<file path="config.mk">
export PLATFORM = sky130hd
export DESIGN_NAME = rr_fifo_arbiter
export DESIGN_NICKNAME = d
export VERILOG_FILES = /design/src/rtl/rr_fifo_arbiter.sv
export SDC_FILE = /design/constraint.sdc
export NUM_CORES = 1
export LEC_CHECK = 0
export CAP_MARGIN = 20
export CORE_AREA = 2 2 60 62
export DETAILED_ROUTE_END_ITERATION = 8
export DIE_AREA = 0 0 62 64
export GPL_ROUTABILITY_DRIVEN = 1
export GPL_TIMING_DRIVEN = 0
export HOLD_SLACK_MARGIN = 0.1
export PLACE_DENSITY_LB_ADDON = 0.25
export SYNTH_ARGS = -nofsm -noshare
export SYNTH_HDL_FRONTEND = slang
export SYNTH_SLANG_ARGS = --single-unit
</file>
<file path="constraint.sdc">
create_clock -name clk -period 10.64 [get_ports clk]
set_clock_uncertainty 0.2 [all_clocks]
set_input_delay 1.064 -clock clk [delete_from_list [all_inputs] [get_ports clk]]
set_output_delay 1.064 -clock clk [all_outputs]
set_load 0.005 [all_outputs]
</file>
<file path="src/rtl/rr_fifo_arbiter.sv">
// rr_fifo_arbiter: output-port stage that drains N_IN input FIFOs into one
// downstream FIFO through a single output register, using round-robin priority.
// Optional statistics counters are built when RR_ARB_STATS_EN is defined;
// otherwise grant_cnt and stall_cnt are tied to zero.

`ifndef PAYLOAD_SIZE
`define PAYLOAD_SIZE 6
`endif
`ifndef ADDR_BITS
`define ADDR_BITS 2
`endif

module rr_fifo_arbiter #(
  parameter int N_IN  = 4,
  parameter int WIDTH = `PAYLOAD_SIZE + `ADDR_BITS,
  parameter int PTR_W = 2
) (
  input  logic                  clk,
  input  logic                  reset,
  input  logic [N_IN-1:0]       in_empty,
  input  logic [N_IN*WIDTH-1:0] in_item,
  output logic [N_IN-1:0]       in_read,
  input  logic                  out_full,
  output logic [WIDTH-1:0]      out_item,
  output logic                  out_write,
  output logic [15:0]           grant_cnt,
  output logic [15:0]           stall_cnt
);

  // Distance from the pointer to input i, walking upward with wrap.
  function automatic int rr_dist(input int i, input logic [PTR_W-1:0] p);
    return (i - int'(p) + N_IN) % N_IN;
  endfunction

  // Pointer value following grant g, wrapping at N_IN-1.
  function automatic logic [PTR_W-1:0] next_ptr(input logic [PTR_W-1:0] g);
    if (int'(g) >= N_IN - 1) begin
      return '0;
    end else begin
      return g + PTR_W'(1);
    end
  endfunction

  logic             out_valid_r;
  logic [WIDTH-1:0] out_item_r;
  logic [PTR_W-1:0] rr_ptr_r;

  logic [N_IN-1:0]  req_s;
  logic             any_req_s;
  logic             xfer_s;
  logic             load_en_s;
  logic             pop_s;
  logic [PTR_W-1:0] grant_s;
  logic [WIDTH-1:0] sel_item_s;
  int               best_dist_s;

  assign out_write = out_valid_r;
  assign out_item  = out_item_r;

  // Handshake: the register frees up when empty or when its flit drains this cycle.
  // Pops are suppressed while reset is held so no flit is lost.
  always_comb begin
    req_s     = ~in_empty;
    any_req_s = |req_s;
    xfer_s    = out_valid_r & ~out_full;
    load_en_s = ~out_valid_r | xfer_s;
    pop_s     = load_en_s & any_req_s & reset;
  end

  // Round-robin pick: the requester closest to rr_ptr (upward, with wrap) wins.
  always_comb begin
    best_dist_s = N_IN;
    grant_s     = '0;
    for (int i = 0; i < N_IN; i++) begin
      if (req_s[i] && (rr_dist(i, rr_ptr_r) < best_dist_s)) begin
        best_dist_s = rr_dist(i, rr_ptr_r);
        grant_s     = PTR_W'(i);
      end else begin
        best_dist_s = best_dist_s;
        grant_s     = grant_s;
      end
    end
  end

  // Decode the grant into the pop strobes and select the granted flit.
  always_comb begin
    in_read    = '0;
    sel_item_s = '0;
    for (int i = 0; i < N_IN; i++) begin
      if (grant_s == PTR_W'(i)) begin
        in_read[i] = pop_s;
        sel_item_s = in_item[i*WIDTH +: WIDTH];
      end else begin
        in_read[i] = 1'b0;
      end
    end
  end

  // Output register and round-robin pointer; a pop overwrites a draining flit.
  always_ff @(posedge clk or negedge reset) begin
    if (!reset) begin
      out_valid_r <= 1'b0;
      out_item_r  <= '0;
      rr_ptr_r    <= '0;
    end else if (pop_s) begin
      out_valid_r <= 1'b1;
      out_item_r  <= sel_item_s;
      rr_ptr_r    <= next_ptr(grant_s);
    end else if (xfer_s) begin
      out_valid_r <= 1'b0;
    end else begin
      out_valid_r <= out_valid_r;
    end
  end

`ifdef RR_ARB_STATS_EN
  logic [15:0] grant_cnt_r;
  logic [15:0] stall_cnt_r;

  // Saturating counters of forwarded flits and backpressured cycles.
  always_ff @(posedge clk or negedge reset) begin
    if (!reset) begin
      grant_cnt_r <= 16'h0000;
      stall_cnt_r <= 16'h0000;
    end else begin
      if (xfer_s && (grant_cnt_r != 16'hFFFF)) begin
        grant_cnt_r <= grant_cnt_r + 16'h0001;
      end else begin
        grant_cnt_r <= grant_cnt_r;
      end
      if (out_valid_r && out_full && (stall_cnt_r != 16'hFFFF)) begin
        stall_cnt_r <= stall_cnt_r + 16'h0001;
      end else begin
        stall_cnt_r <= stall_cnt_r;
      end
    end
  end

  assign grant_cnt = grant_cnt_r;
  assign stall_cnt = stall_cnt_r;
`else
  assign grant_cnt = 16'h0000;
  assign stall_cnt = 16'h0000;
`endif

endmodule
</file>
==> flow_summary.ini, run 1 <==
[placement]
port_buffers = 50
dp_hpwl_um = 2480
place.gp.congestion = 0.793
preCtsSetupSlack_ps = 4150

[clocking]
clk_latency_ps = 260
tritoncts = done
clkTransAtPathRegs_ps = 60
clk_path_buf_depth = 2
root_buffer = clkbuf_4
cts.sinks = 11
htreeDepth = 1
post_cts.repair.setup_buffers = 0
hold_buffers = 0
cts_inserted_buffers = 3
cts_resized = 0

[critical_path]
end_kind = output pin
cp_max_fo = 10
crit_type = in2out
critPathLaunchType = input pin
rrSetupSlack_ps = 6440
cp.arrival_ps = 5260
cp.required_ps = 9380

[layout]
antennaDiodeCount = 0
area_delta_synth_final_pct = 60.2
fin_util = 0.568
n_fill_cell = 320
nets = 273
final_layout_size_suffix_gt1_frac = 0.189

[synth]
synth_warnings = 0
synth.distinct_cells = 30
syn_inst = 142
syn_area_per_cell_um2 = 8.19
ys_seq_elements = 11
yosys.area.top_type = dfrtp_1
yosys.area.top_type_share = 0.237
synth-seq-area-share = 0.237
syn_area_um2 = 1160
synth_area_leaders = dfrtp_1 24%, buf_4 21%, ha_1 6.5%, a2bb2oi_1 6.0%, a21oi_1 5.6%

[power]
p_leak_nw = 0.934
irDropWorstVdd_mv = 0.110
p_per_area_nw_per_um2 = 219

[grt]
grt_max_degree = 14
grt_pass1_wl_um = 4240
grt_pass1_vias = 998
grt_remaining_overflow = 0
antenna_found_initial = 0
track_usage = 0.139

[route]
drc_errors = 0
wl_um = 2920
vias = 1194
avgViaCountPerCell = 4.37
avgRoutedWirePerCell_um = 10.7
ant_nets = 0
drtIter0Drc = 36
first_pass_iters = 4

[outcome]
status = complete, no violations

[floorplan]
coreArea_um2 = 3280
start_util = 0.354
dieArea_um2 = 3970
io_pins = 84
dieHeight_um = 64
rows = 21
dieWidth_um = 62

[timing]
period_needed_ps = 6530
setup-tns-final_ps = 0
finalHoldViolations = 0
finalCritPeriodShare = 0.614
drv_slew = 0
rsz0062_at_grt = no
clock.fmax_mhz = 153
slew_headroom = 0.644
setup_violations = 0
tightest_slew_ps = 532
setup_ws_ps = 4110

[worst_hold_path]
min_path_type = reg2reg

[job]
maxCapViolCount = 0
[synth_stat cells (all sizes together)]
cell and number:
dfrtp 11, and2 4, buf 36, nor3 3
a21oi 13, a221oi 7, and2b 2, o21ai 2
nand4 1, a21o 1, or3 2, nor2 5
clkbuf 4, inv 10, a211oi 1, o211a 1
a2bb2oi 8, nand2b 1, a31oi 1, mux2 1
o41ai 1, nand2 8, ha 6, mux2i 1
a211o 7, conb 1, nand3 1, nor2b 1
o22ai 2
[registers in the layout, indices dropped and copies added, names as in the netlist]
register   flops
out_item       8
rr_ptr_r       2
out_write      1
[area by class of cell]
| class | count | area (um2) | area share |
|---|---|---|---|
| Timing Repair Buffer | 50 | 500 | 0.268 |
| Inverter | 10 | 37.5 | 0.0201 |
| Clock buffer | 4 | 26.3 | 0.0141 |
| Buffer | 40 | 275 | 0.148 |
| Tap cell | 46 | 57.6 | 0.0309 |
| Multi-Input combinational cell | 112 | 692 | 0.371 |
| Sequential cell | 11 | 275 | 0.148 |
[cell usage in the layout (no fill, tap or decap), drive strengths merged]
| cell type | netlist | final |
|---|---|---|
| mux2i | 1 | 1 |
| nand3 | 1 | 1 |
| nand2 | 8 | 8 |
| and2 | 4 | 4 |
| nand4 | 1 | 1 |
| and2b | 2 | 2 |
| a221oi | 7 | 7 |
| inv | 10 | 10 |
| o211a | 1 | 1 |
| nor3 | 3 | 3 |
| or3 | 2 | 2 |
| dfrtp | 11 | 11 |
| clkbuf | 4 | 8 |
| a21oi | 13 | 13 |
| a21o | 1 | 1 |
| a211oi | 1 | 1 |
| a211o | 7 | 7 |
| a31oi | 1 | 1 |
| ha | 6 | 6 |
| clkdlybuf4s50 | 0 | 50 |
| conb | 1 | 32 |
| buf | 36 | 36 |
| nor2b | 1 | 1 |
| mux2 | 1 | 1 |
| o22ai | 2 | 2 |
| nand2b | 1 | 1 |
| o41ai | 1 | 1 |
| o21ai | 2 | 2 |
| a2bb2oi | 8 | 8 |
| nor2 | 5 | 5 |
[cell families after synthesis]
logic type / after synthesis / share of synthesized area
adders and majority gates: 6 / 0.0645
AOI/OAI and AO/OA: 44 / 0.286
muxes: 2 / 0.0183
buffers and inverters: 50 / 0.269
and+or+nand+nor: 28 / 0.123
other: 1 / 0.00322
DFF: 11 / 0.237
[critical path: stages]
cell             delay, ps
clkdlybuf4s50_1        590
a21oi_1                100
o22ai_1                220
inv_1                   70
ha_1                   300
a21o_1                 160
a21oi_1                230
mux2i_1                220
ha_1                   240
nor2_1                  80
a31oi_1                 50
nor2_1                 240
or3_1                  180
ha_1                   140
clkbuf_1               280
clkbuf_1               400
and2_1                 190
clkdlybuf4s50_1        490
[metrics by stage]
| stage | hold slack, ps | cells | instance area [um2] | total power [W] |
|---|---|---|---|---|
| 4_1_cts | 353 | 273 | 1860 | 0.000413 |
| 2_1_floorplan | 305 | 173 | 1280 | 0.000280 |
| 6_report | 343 | 273 | 1860 | 0.000408 |
| 3_3_place_gp | 316 | 269 | 1840 | 0.000376 |
| 3_5_place_dp | 331 | 269 | 1840 | 0.000384 |
| 5_1_grt | 369 | 273 | 1860 | 0.000448 |
[routing by layer]
layer	routed length, um	track usage	vias to the layer above
li1	-	-	610
met1	1260	0.193	507
met2	1270	0.216	73
met3	373	0.0263	4
met4	23	0.0399	0
met5	0	0	-
[final timing paths]
check / depth (start not counted) / startpoint / to
worst max-delay path: 18 / in_empty[1] / in_read[3]
worst min-delay path: 2 / out_write$_DFFE_PN0P_ / out_write$_DFFE_PN0P_
worst max register to register: 18 / rr_ptr_r[0]$_DFFE_PN0P_ / out_item[7]$_DFFE_PN0P_
worst min register to register: 2 / out_write$_DFFE_PN0P_ / out_write$_DFFE_PN0P_
max in group asynchronous: 1 / reset / rr_ptr_r[0]$_DFFE_PN0P_
min in group asynchronous: 1 / reset / out_item[7]$_DFFE_PN0P_
[where the power goes]
part / switching, W / internal [W] / total, W / leakage, nW
sequential: 0.0000148 / 0.0000620 / 0.0000768 / 0.126
clock: 0.0000129 / 0.0000145 / 0.0000274 / 0.0150
combinational: 0.000144 / 0.000160 / 0.000304 / 0.793
total: 0.000171 / 0.000237 / 0.000408 / 0.934
Note: power is estimated with default switching activity, not from simulation.
==> inputs of run 2 (changes only) <==
--- a/config.mk
+++ b/config.mk
@@ -6,9 +6,9 @@
 export NUM_CORES = 1
 export LEC_CHECK = 0
 export CAP_MARGIN = 20
-export CORE_AREA = 2 2 60 62
+export CORE_AREA = 2 2 61 63
 export DETAILED_ROUTE_END_ITERATION = 8
-export DIE_AREA = 0 0 62 64
+export DIE_AREA = 0 0 63 65
 export GPL_ROUTABILITY_DRIVEN = 1
 export GPL_TIMING_DRIVEN = 0
 export HOLD_SLACK_MARGIN = 0.1
==> constraint.sdc (replaced) <==
create_clock -name clk -period 6.9 [get_ports clk]
set_clock_uncertainty 0.2 [all_clocks]
set_input_delay 0.69 -clock clk [delete_from_list [all_inputs] [get_ports clk]]
set_output_delay 0.69 -clock clk [all_outputs]
set_load 0.005 [all_outputs]
==> flow_summary.ini, run 2 (synthesis gave the netlist of run 1 again) <==
[placement]
port_buffers = 50
place.gp.congestion = 0.860
dpl.cell_count = 271
dp_hpwl_um = 2450

[floorplan]
start_util = 0.333
io_pins = 84
rows = 22
dieWidth_um = 63
dieArea_um2 = 4100
dieHeight_um = 65
coreArea_um2 = 3500

[route]
ant_nets = 0
avgViaCountPerCell = 4.32
first_pass_iters = 4
vias = 1187
drc_errors = 0
avgRoutedWirePerCell_um = 10.5
drtIter0Drc = 40
wl_um = 2900

[worst_hold_path]
min_to = out_write$_DFFE_PN0P_
whs_path_depth = 2
hold_start = out_write$_DFFE_PN0P_
min_path_type = reg2reg

[critical_path]
cp.required_ps = 6010
cp_max_fo = 10
reg2regPathDepth = 18
worst_path_most_repeated_cell = ha_1
cp.buffers_inverters = 5
rrSetupSlack_ps = 2710
path_delay_family = buffers and inverters
crit_type = in2out
end_kind = output pin
cp.arrival_ps = 4910
max_stage_delay_ps = 590
r2r-end = out_item[4]$_DFFE_PN0P_
critPathLaunchType = input pin
r2r_start = rr_ptr_r[0]$_DFFE_PN0P_
crit_slowest_cell = clkdlybuf4s50_1
crit_chain = clkdlybuf4s50_1, a21oi_1, o22ai_1, inv_1, ha_1, a21o_1, a21oi_1, mux2i_1, ha_1, nor2_1, a31oi_1, nor2_1, or3_1, ha_1, clkbuf_1, clkbuf_1, and2_1, clkdlybuf4s50_1

[power]
p_per_area_nw_per_um2 = 337
p_int_w = 0.000365
combinationalPowerShare = 0.746
switching_share = 0.419
switchingPower_w = 0.000264
irDropWorstVdd_mv = 0.183
power_frac_clock = 0.068
pwr-share-seq = 0.186
p_leak_nw = 0.934

[grt]
grt_pass1_wl_um = 4780
grt_remaining_overflow = 0
track_usage = 0.142
grt_max_degree = 14
grt_pass1_vias = 1066
antenna_found_initial = 0

[clocking]
cts_inserted_buffers = 3
clk_latency_ps = 260
clk_path_buf_depth = 2
hold_buffers = 0
tritoncts = done
cts.sinks = 11
post_cts.repair.setup_buffers = 0
htreeDepth = 1
clkTransAtPathRegs_ps = 70
cts_resized = 0
root_buffer = clkbuf_4

[timing]
finalHoldViolations = 0
rsz0062_at_grt = no
drv_slew = 0
tightest_slew_ps = 529
finalCritPeriodShare = 0.840
setup-tns-final_ps = 0
setup_violations = 0
period_needed_ps = 5800
clock.fmax_mhz = 173
slew_headroom = 0.646

[layout]
fin_cells = 275
final_cell_mix = 50 x clkdlybuf4s50_1, 32 x buf_4, 32 x conb_1, 13 x a21oi_1, 11 x dfrtp_1
largest_reg_flops = 8
n_fill_cell = 342
layout_commonest_cell = clkdlybuf4s50_1
nets = 273
final_layout_size_suffix_gt1_frac = 0.189
antennaDiodeCount = 0
area_delta_synth_final_pct = 60.4

[job]
maxCapViolCount = 0

[outcome]
status = complete, no violations
## run 2: cell counts in the layout (fill, tap and decap cells not counted)
Identical to the previous run, type by type.
## run 2: worst reg2reg max path, stage by stage, from the launching register on
cell and delay, ps:
dfrtp_1 430, nor2b_1 230, a21oi_1 90, o22ai_1 210, inv_1 70, ha_1 300
a21o_1 160, a21oi_1 230, mux2i_1 240, ha_1 190, nor2_1 50, a31oi_1 130
nor2_1 110, or3_1 350, ha_1 220, and2b_1 310, a221oi_1 120, a211o_1 310
a2bb2oi_1 170
## run 2: power by group through the flow
stage / Combinational, W / Sequential [W] / Clock (W)
floorplan: 0.000314 / 0.000117 / 0
global placement: 0.000469 / 0.000119 / 0
detailed placement: 0.000472 / 0.000117 / 0
CTS: 0.000474 / 0.000117 / 0.0000449
global route: 0.000539 / 0.000122 / 0.0000482
finish: 0.000469 / 0.000117 / 0.0000431
## run 2: how the worst max path moves through the flow
stage / startpoint / to / slack, ps / cells past startpoint
6_report: in_empty[1] / in_read[3] / 1100 / 18
5_1_grt: in_empty[1] / in_read[3] / 710 / 18
4_1_cts: in_empty[1] / in_read[3] / 1070 / 18
3_5_place_dp: in_empty[1] / in_read[3] / 1090 / 18
3_3_place_gp: in_empty[1] / in_read[3] / 1150 / 18
2_1_floorplan: in_empty[0] / in_read[3] / 2510 / 17
## run 2: stage by stage
step | cell area [um2] | setup WS, ps | utilization | hold WS (ps) | total power, W
floorplan | 1280 | 2510 | - | 194 | 0.000431
global placement | 1840 | 1150 | 0.526 | 316 | 0.000587
detailed placement | 1840 | 1090 | 0.526 | 328 | 0.000589
CTS | 1870 | 1070 | 0.534 | 349 | 0.000636
global route | 1870 | 711 | 0.534 | 375 | 0.000709
finish | 1870 | 1100 | 0.534 | 344 | 0.000629
## run 2: final cells by class
class | instances | area (um2) | area share
inverters | 10 | 37.5 | 0.0201
repair buffers | 50 | 500 | 0.268
well taps | 48 | 60.1 | 0.0322
multi-input cells | 112 | 692 | 0.371
plain buffers | 40 | 275 | 0.147
flip-flops and latches | 11 | 275 | 0.147
clock buffers | 4 | 26.3 | 0.0141
## run 2: layer usage
layer / up-vias / GRT usage / wire length, um
met3: 8 / 0.0382 / 301
met5: - / 0 / 0
met1: 509 / 0.177 / 1260
met2: 61 / 0.238 / 1290
li1: 609 / - / -
met4: 0 / 0.0472 / 50
==> inputs of run 3 (changes only) <==
--- a/config.mk
+++ b/config.mk
@@ -6,9 +6,9 @@
 export NUM_CORES = 1
 export LEC_CHECK = 0
 export CAP_MARGIN = 20
-export CORE_AREA = 2 2 61 63
+export CORE_AREA = 2 2 65 67
 export DETAILED_ROUTE_END_ITERATION = 8
-export DIE_AREA = 0 0 63 65
+export DIE_AREA = 0 0 67 69
 export GPL_ROUTABILITY_DRIVEN = 1
 export GPL_TIMING_DRIVEN = 0
 export HOLD_SLACK_MARGIN = 0.1
==> constraint.sdc (replaced) <==
create_clock -name clk -period 5.2 [get_ports clk]
set_clock_uncertainty 0.2 [all_clocks]
set_input_delay 0.52 -clock clk [delete_from_list [all_inputs] [get_ports clk]]
set_output_delay 0.52 -clock clk [all_outputs]
set_load 0.005 [all_outputs]
==> flow_summary.ini, run 3 (synthesis gave the netlist of run 1 again) <==
[floorplan]
dieHeight_um = 69
rows = 23
dieWidth_um = 67
start_util = 0.297
coreArea_um2 = 3910
dieArea_um2 = 4620
io_pins = 84

[clocking]
clk_latency_ps = 230
post_cts.repair.setup_buffers = 0
tritoncts = done
htreeDepth = 1
root_buffer = clkbuf_8
cts.sinks = 11
clkTransAtPathRegs_ps = 50
cts_inserted_buffers = 3
clk_path_buf_depth = 2

[timing]
setup_ws_ps = 335
slew_headroom = 0.632
rsz0062_at_grt = no
clock.fmax_mhz = 206
setup-tns-final_ps = 0
finalHoldViolations = 0
drv_slew = 0
period_needed_ps = 4870
setup_violations = 0
finalCritPeriodShare = 0.936
tightest_slew_ps = 550

[placement]
preCtsSetupSlack_ps = -219
place_area_um2 = 1840
port_buffers = 50
place.gp.congestion = 0.736
dp_hpwl_um = 2450

[power]
p_per_area_nw_per_um2 = 458
combinationalPowerShare = 0.725
irDropWorstVdd_mv = 0.318
pwr-share-seq = 0.179
power_frac_clock = 0.096
p_int_w = 0.000515
switching_share = 0.405
switchingPower_w = 0.000350
p_leak_nw = 0.954

[grt]
antenna_found_initial = 0
track_usage = 0.120
grt_max_degree = 14
grt_remaining_overflow = 0
grt_pass1_wl_um = 4440
grt_pass1_vias = 972

[critical_path]
cp.required_ps = 4480
crit_type = reg2out
critPathLaunchType = flip-flop
cp.arrival_ps = 4150
r2r_start = rr_ptr_r[0]$_DFFE_PN0P_
crit_start = rr_ptr_r[0]$_DFFE_PN0P_
end_kind = output pin
cp_max_fo = 10

[route]
wl_um = 2900
ant_nets = 0
vias = 1121
avgRoutedWirePerCell_um = 10.5
drtIter0Drc = 37
first_pass_iters = 4
avgViaCountPerCell = 4.08
drc_errors = 0

[layout]
nets = 271
largest_reg_flops = 8
antennaDiodeCount = 0
area_delta_synth_final_pct = 62.6
stdcell_area_um2 = 1890
final_layout_size_suffix_gt1_frac = 0.209
final_cell_mix = 49 x clkdlybuf4s50_1, 32 x buf_4, 32 x conb_1, 12 x a21oi_1, 11 x dfrtp_1
layout_commonest_cell = clkdlybuf4s50_1

[worst_hold_path]
min_path_type = reg2reg
hold_start = out_write$_DFFE_PN0P_

[job]
maxCapViolCount = 0

[outcome]
status = complete, no violations
[run 3: cell count changes in the layout (fill, tap and decap cells not counted), sizes merged]
cell	before	now
clkbuf	8	6
clkdlybuf4s50	50	49
dlymetal6s2s	0	1
[run 3: path summary, 6_finish.rpt]
kind | endpoint | slack, ps | cells past startpoint
setup reg to reg | out_item[2]$_DFFE_PN0P_ | 940 | 18
max in group asynchronous | out_item[6]$_DFFE_PN0P_ | 3990 | 1
hold reg to reg | out_write$_DFFE_PN0P_ | 330 | 2
min in group asynchronous | out_item[1]$_DFFE_PN0P_ | 450 | 1
setup / recovery | in_read[3] | 330 | 18
hold / removal | out_write$_DFFE_PN0P_ | 330 | 2
[run 3: worst max-delay path: stages (launching register included)]
cell and delay [ps]:
dfrtp_1 410, nor2b_1 230, a21oi_1 90, o22ai_1 190, inv_1 60, ha_1 300, a21o_1 170, a21oi_2 180
mux2i_1 230, ha_1 250, nor2_1 90, a31oi_1 50, nor2_1 270, or3_1 190, ha_1 140, clkbuf_2 190
clkbuf_2 240, and2_1 150, clkdlybuf4s50_1 490
[run 3: power by group through the flow]
| stage | combinational [W] | clock [W] | sequential (W) |
|---|---|---|---|
| 3_5_place_dp | 0.000625 | 0 | 0.000155 |
| 3_3_place_gp | 0.000624 | 0 | 0.000156 |
| 6_report | 0.000627 | 0.0000833 | 0.000155 |
| 4_1_cts | 0.000629 | 0.0000857 | 0.000155 |
| 2_1_floorplan | 0.000417 | 0 | 0.000155 |
| 5_1_grt | 0.000704 | 0.0000887 | 0.000160 |
[run 3: layout make-up]
| class | count | area [um2] |
|---|---|---|
| Fill cell | 403 | 2020 |
| Multi-Input combinational cell | 112 | 698 |
| Timing Repair Buffer | 50 | 503 |
| Sequential cell | 11 | 275 |
| Buffer | 38 | 270 |
| Tap cell | 50 | 62.6 |
| Clock buffer | 4 | 45.0 |
| Inverter | 10 | 37.5 |
[run 3: per-stage QoR]
step	hold slack, ps	utilization	std cells	total power [W]
finish	330	0.483	275	0.000866
global route	366	0.483	275	0.000953
CTS	334	0.482	276	0.000870
detailed placement	314	0.471	273	0.000780
global placement	314	0.471	273	0.000780
floorplan	24.4	-	173	0.000572
[run 3: routing by layer]
| metal | track usage | wire (um) |
|---|---|---|
| met5 | 0 | 0 |
| met2 | 0.190 | 1330 |
| met3 | 0.0212 | 247 |
| met1 | 0.169 | 1310 |
| met4 | 0.0272 | 12 |
[run 3: timing repair]
item,in CTS,in global routing
endpoints found under the setup margin,2,3
hold buffers,0,0
pin swaps,0,0
gates resized for setup,2,3
